==> src/rtl/buffer_de_escrita_if.sv <==
// Bus bundle for the write-back buffer: producer handshake, register-file
// write port, bypass lookup and occupancy.
interface buffer_de_escrita_if;
  logic        req_valid;
  logic [4:0]  req_address;
  logic [31:0] req_data;
  logic        req_ready;
  logic        port_stall;
  logic [4:0]  address_to_write;
  logic [31:0] data_to_write;
  logic        signal_write;
  logic [4:0]  lookup_address;
  logic        lookup_hit;
  logic [31:0] lookup_data;
  logic [4:0]  count;

  modport master (
    output req_valid, req_address, req_data, port_stall, lookup_address,
    input  req_ready, address_to_write, data_to_write, signal_write,
           lookup_hit, lookup_data, count
  );

  modport slave (
    input  req_valid, req_address, req_data, port_stall, lookup_address,
    output req_ready, address_to_write, data_to_write, signal_write,
           lookup_hit, lookup_data, count
  );
endinterface

==> src/rtl/buffer_de_escrita.sv <==
// Write-back buffer: circular FIFO of pending register writes drained into a
// registered write port, with a combinational newest-first bypass lookup.
module buffer_de_escrita #(
  parameter int DEPTH = 4
) (
  input logic            clock_in,
  input logic            signal_reset,
  buffer_de_escrita_if.slave bus
);

  localparam int PTR_W = $clog2(DEPTH);
  localparam logic [4:0] DEPTH_C = 5'(DEPTH);

  logic [4:0]       addr_mem [DEPTH];
  logic [31:0]      data_mem [DEPTH];
  logic [PTR_W-1:0] wr_ptr;
  logic [PTR_W-1:0] rd_ptr;
  logic [PTR_W-1:0] lk_idx;
  logic [4:0]       count;
  logic             accept;
  logic             push;
  logic             pop;
  logic             write_q;
  logic [4:0]       address_q;
  logic [31:0]      data_q;
  logic             hit;
  logic [31:0]      hit_data;

  assign bus.req_ready = signal_reset && (count < DEPTH_C);
  assign accept        = bus.req_valid && bus.req_ready;
  // Writes to register 0 complete the handshake but never occupy a slot.
  assign push          = accept && (bus.req_address != 5'd0);
  assign pop           = (count != 5'd0) && !bus.port_stall;

  always_ff @(posedge clock_in) begin
    if (push) begin
      addr_mem[wr_ptr] <= bus.req_address;
      data_mem[wr_ptr] <= bus.req_data;
    end
  end

  always_ff @(posedge clock_in) begin
    if (!signal_reset) begin
      wr_ptr    <= '0;
      rd_ptr    <= '0;
      count     <= 5'd0;
      write_q   <= 1'b0;
      address_q <= 5'd0;
      data_q    <= 32'd0;
    end else begin
      if (push) wr_ptr <= wr_ptr + 1'b1;
      if (pop)  rd_ptr <= rd_ptr + 1'b1;
      case ({push, pop})
        2'b10:   count <= count + 5'd1;
        2'b01:   count <= count - 5'd1;
        default: count <= count;
      endcase
      write_q <= pop;
      if (pop) begin
        address_q <= addr_mem[rd_ptr];
        data_q    <= data_mem[rd_ptr];
      end
    end
  end

  // Scan oldest to newest so the newest queued match overrides; the output
  // register only wins when nothing in the queue matches.
  always_comb begin
    hit      = 1'b0;
    hit_data = 32'd0;
    lk_idx   = '0;
    if (signal_reset && (bus.lookup_address != 5'd0)) begin
      if (write_q && (address_q == bus.lookup_address)) begin
        hit      = 1'b1;
        hit_data = data_q;
      end
      for (int i = 0; i < DEPTH; i++) begin
        lk_idx = rd_ptr + PTR_W'(i);
        if ((5'(i) < count) && (addr_mem[lk_idx] == bus.lookup_address)) begin
          hit      = 1'b1;
          hit_data = data_mem[lk_idx];
        end
      end
    end
  end

  assign bus.lookup_hit       = hit;
  assign bus.lookup_data      = hit_data;
  assign bus.signal_write     = write_q;
  assign bus.address_to_write = address_q;
  assign bus.data_to_write    = data_q;
  assign bus.count            = count;

endmodule

==> src/flat_wrapper.sv <==
// flat-port wrapper written by rule: the top's interface ports become plain ports
module buffer_de_escrita_flat 
#(
  parameter int DEPTH = 4
)
  (clock_in, signal_reset, bus_req_valid, bus_req_address, bus_req_data, bus_port_stall, bus_lookup_address, bus_req_ready, bus_address_to_write, bus_data_to_write, bus_signal_write, bus_lookup_hit, bus_lookup_data, bus_count);
  buffer_de_escrita_if bus_i ();
  input logic clock_in;
  input logic signal_reset;
  input wire logic [$bits(bus_i.req_valid)-1:0] bus_req_valid;
  input wire logic [$bits(bus_i.req_address)-1:0] bus_req_address;
  input wire logic [$bits(bus_i.req_data)-1:0] bus_req_data;
  input wire logic [$bits(bus_i.port_stall)-1:0] bus_port_stall;
  input wire logic [$bits(bus_i.lookup_address)-1:0] bus_lookup_address;
  output wire logic [$bits(bus_i.req_ready)-1:0] bus_req_ready;
  output wire logic [$bits(bus_i.address_to_write)-1:0] bus_address_to_write;
  output wire logic [$bits(bus_i.data_to_write)-1:0] bus_data_to_write;
  output wire logic [$bits(bus_i.signal_write)-1:0] bus_signal_write;
  output wire logic [$bits(bus_i.lookup_hit)-1:0] bus_lookup_hit;
  output wire logic [$bits(bus_i.lookup_data)-1:0] bus_lookup_data;
  output wire logic [$bits(bus_i.count)-1:0] bus_count;
  assign bus_i.req_valid = bus_req_valid;
  assign bus_i.req_address = bus_req_address;
  assign bus_i.req_data = bus_req_data;
  assign bus_i.port_stall = bus_port_stall;
  assign bus_i.lookup_address = bus_lookup_address;
  assign bus_req_ready = bus_i.req_ready;
  assign bus_address_to_write = bus_i.address_to_write;
  assign bus_data_to_write = bus_i.data_to_write;
  assign bus_signal_write = bus_i.signal_write;
  assign bus_lookup_hit = bus_i.lookup_hit;
  assign bus_lookup_data = bus_i.lookup_data;
  assign bus_count = bus_i.count;
  buffer_de_escrita #(.DEPTH(DEPTH)) u_core (.clock_in(clock_in), .signal_reset(signal_reset), .bus(bus_i));
endmodule
==> config.mk <==
export PLATFORM = sky130hd
export DESIGN_NAME = buffer_de_escrita_flat
export DESIGN_NICKNAME = d
export VERILOG_FILES = /design/src/rtl/buffer_de_escrita_if.sv /design/src/rtl/buffer_de_escrita.sv /design/src/flat_wrapper.sv
export SDC_FILE = /design/constraint.sdc
export NUM_CORES = 1
export LEC_CHECK = 0
export ABC_AREA = 0
export CORE_MARGIN = 5
export CORE_UTILIZATION = 52
export DETAILED_ROUTE_END_ITERATION = 10
export MAX_ROUTING_LAYER = met4
export PLACE_DENSITY = 0.86
export SETUP_SLACK_MARGIN = 0.05
export SYNTH_ARGS = -nofsm -noshare
export SYNTH_HDL_FRONTEND = slang
export SYNTH_SLANG_ARGS = --single-unit
==> constraint.sdc <==
create_clock -name clock_in -period 2.9 [get_ports clock_in]
set_input_delay 0.435 -clock clock_in [delete_from_list [all_inputs] [get_ports clock_in]]
set_output_delay 0.435 -clock clock_in [all_outputs]
set_load 0.005 [all_outputs]
==> results list <==
- The flow ran to the end, but the final reports show violations.
- The final reports fail on setup timing.
- Unrepaired setup endpoints after global routing: yes
- Top Ports: ~120
- The cell count after synthesis came out at between 900 and 1000.
- Mapped Nets: a little over 1000
* Detailed Routing Iterations Pass 1: 7
- Layout Utilization: 0.684
- Buffers placed on the I/O ports in this run total about 120.
- Area of the die: 0.0253 mm^2
* Leakage dissipation: a little under 5 nW
* Period minus WS final: approximately 3.8 ns
- Highest clock rate: approximately 270 MHz
- The number of cells on the worst reg-to-reg path is 10.
* Reg2Reg Setup Slack: about 0.57 ns
* Tightest Hold Check Type: flip-flop to flip-flop
- The synthesized design contains between 150 and 200 register bits.
- For the worst setup path, the data required time is about 2.5 ns.
- The worst setup path is of the flip-flop to output pin kind.
- Total of endpoints with negative setup slack in the final report: 33
- TritonCTS built the clock tree.
* ANT nets after route: 0
* Worst-path cell with the longest stage delay: sky130_fd_sc_hd__mux4_2
- For the pin with the worst max-slew slack, the measured transition is between 1 and 1.5 ns.
- GRT overflow: 0
- Fin nets: 1181
- Critical Path Sink Type: output pin
* Clock sink count: 197
- Worst reg2reg path startpoint: u_core.bus.count[2]
* Routability cong.: between 0.8 and 0.9
- The final layout contains routed wiring with a total length of between 30000 and 40000 um.
- The die is ~160 um wide.
- In the final layout, the share of cells above drive strength 1 is 0.340.
* Maximum Capacitance Violations: 0
* Synth top area cells: sky130_fd_sc_hd__edfxtp_1 38%, sky130_fd_sc_hd__mux4_2 16%, sky130_fd_sc_hd__dfxtp_1 8.5%, sky130_fd_sc_hd__mux2i_1 5.5%, sky130_fd_sc_hd__nand2_1 3.1%
* Pre-CTS setup slack: -0.893 ns
- Clk root buf: sky130_fd_sc_hd__clkbuf_16
- By count the netlist is led by 148 x sky130_fd_sc_hd__edfxtp_1, 97 x sky130_fd_sc_hd__nand2_1, 82 x sky130_fd_sc_hd__mux4_2.
* Num CTS Buffers: 17
* Fraction of post-synthesis cell area in the top cell type by area: 0.384
- First-pass GRT wire length: between 50000 and 60000 um
- The hold violation total from the final report came to 0.
* Max-Slew Margin vs Limit: 0.205
- Worst Hold Launch: u_core.bus.data_to_write[15]
* Number of H-tree levels: 4
- Entering global routing, the biggest net connects around 100 pins.
- The worst register-to-register path ends at u_core.bus.count[2].
* CP max FO: 8
* Dpl hpwl: between 20000 and 25000 um
* Max rail drop VDD: between 0.5 and 0.6 mV
* Crit-path cells: mux4_2, xnor2_2, nand4_1, or3b_4, buf_12, buf_8, buf_6, a211oi_2, a21oi_2, o22ai_2, buf_2
- Pwr dens: between 600 and 700 mW/mm^2
* DRC violations left: 0
- CP startpoint kind: flip-flop
* Std cell rows: 54
* Clock skew after layout: 0.0160 ns
- The via count of the first global-routing pass came to between 9000 and 10000.
- Post-synth EDFFs: around 150
- The tightest hold path in the finished design has a slack of ~0.5 ns.
- Drt first-iter violations: roughly 1500
- Main flop type after synthesis: sky130_fd_sc_hd__edfxtp_1
- The number of antenna violations at the first check in global routing is 1.
- The area growth from synthesis to layout is 29.3%.
- The layout has ~1400 filler cells.
- Floorplan Core Area: 0.0219 mm^2
* Overall via count from detail_route: between 9000 and 10000
* Final worst path period share: 1.30
- Largest area contributor in the netlist: sky130_fd_sc_hd__edfxtp_1
* Clock latency reported for the late side of the worst-skew pair: 0.44 ns
- The longest clock path from root to sink contains 2 buffers.
- Number of synthesis warnings: 0
- Post-synthesis sequential area ratio: 0.469
- A synthesized cell averages 12.1 um^2.
- The initial utilization of the core area, before any placement, comes to 0.529.
- Across every metal layer, demand over resource in global routing totals 0.268.
- In the post-route analysis, the smallest setup slack over all paths is -0.866 ns.
- Worst min-delay path endpoint: u_core.bus.data_to_write[15]
* Number of distinct standard cells referenced by the synthesized netlist: 44
* Cell depth of the worst hold path: 2
- After detailed routing, the number of vias per cell comes to just under 7.
- Largest incremental delay on the critical path: between 0.5 and 0.6 ns
- Most instantiated library cell after synthesis: sky130_fd_sc_hd__edfxtp_1
- Post-Syn Area: roughly 0.012 mm^2
- Max-slew violations: 0
- The design draws ~9.7 mW.
* Fraction of registers with async set/reset: 0
- Drt wl/cell: about 25 um
- After clock tree synthesis, the clock-pin slew on the worst setup and hold paths is roughly 0.080 ns.
- Vert. Die Dim: about 160 um
- For the worst setup path, the data arrival time is roughly 3.3 ns.
cells by family after synthesis:
logic type / synth area share
flops: 0.469
mux: 0.233
xor+xnor: 0.0250
simple gates: 0.0796
buf+inv: 0.0362
compound gates: 0.147
fa+ha+maj: 0.00973
area by class of cell:
class	count	area (um^2)	share of cell area
Multi-Input combinational cell	660	6220	0.416
Clock buffer	17	425	0.0284
Tap cell	280	350	0.0234
Sequential cell	197	5440	0.363
Timing Repair Buffer	242	2360	0.157
Inverter	8	30.0	0.00201
Clock inverter	15	143	0.00953
Antenna cell	1	2.50	0.000167
state kept, by name, summed over array words and instances (netlist names), named ones only:
name and cells:
u_core.bus.count 5, u_core.data_mem 128, u_core.addr_mem 20, u_core.wr_ptr 2, u_core.bus.address_to_write 5, u_core.rd_ptr 2, u_core.bus.data_to_write 32, u_core.bus.signal_write 1
repair_timing:
item,CTS,global route
setup endpoints to repair,33,33
gates resized for setup,210,33
buffers inserted,13,3
gates cloned,4,2
hold endpoints to repair,0,0
hold buffers,0,0
pin swaps,34,29
how the worst max path moves through the flow:
stage | start | to | cells past startpoint
after floorplan | flip-flop | bus_lookup_data[10] | 10
after global placement | bus_lookup_address[2] | bus_lookup_data[1] | 9
after detailed placement | bus_lookup_address[2] | bus_lookup_data[2] | 9
after CTS | u_core.rd_ptr[1] | bus_lookup_data[17] | 11
after global routing | u_core.rd_ptr[1] | bus_lookup_data[5] | 12
final | u_core.rd_ptr[1] | bus_lookup_data[17] | 11
through the flow:
stage | TNS (ns) | std cells | instance area [um^2]
finish | -24.69 | 1420 | 15000
global route | -28.54 | 1420 | 15000
CTS | -25.50 | 1415 | 14700
detailed placement | -26.92 | 1368 | 13800
global placement | -24.57 | 1368 | 13800
floorplan | -1.41 | 956 | 11600
power by group:
group          internal (mW)  switching [mW]  total (mW)
logic                   1.73            1.94        3.67
registers               3.39           0.324        3.71
clock network           1.14            1.15        2.28
total                   6.25            3.41        9.66
metal layers:
| layer | vias up | wire, um | track usage |
|---|---|---|---|
| li1 | 4078 | - | - |
| met1 | 4788 | 12900 | 0.327 |
| met2 | 741 | 17700 | 0.438 |
| met3 | 190 | 3730 | 0.0494 |
| met4 | 0 | 1760 | 0.119 |
| met5 | - | 0 | - |
cell usage in the layout (no fill, tap or decap), drive strengths merged, types with 2 or more instances in the layout:
cell type	n
buf	149
a221oi	15
clkdlybuf4s50	89
ha	9
nor3b	2
mux4	82
xor2	16
mux2	19
inv	15
a21oi	55
a21boi	39
nand4b	2
nand2	97
or3	4
nand4	2
nor2	54
a21o	2
clkinv	5
mux2i	64
o22ai	47
xnor2	17
clkbuf	19
edfxtp	148
nand3	20
and2	17
nor4	3
clkinvlp	3
o221ai	15
a211oi	33
o21ai	39
dfxtp	49
critical path, delay by kind of cell (launching register included):
family | cells | cell delay (ns)
AND/OR/NAND/NOR | 2 | 0.64
buffers and inverters | 4 | 0.59
multiplexers | 1 | 0.56
AO/OA/AOI/OAI | 3 | 0.50
flip-flops | 1 | 0.44
XOR/XNOR | 1 | 0.16
Power figures use the tool's default switching activity.
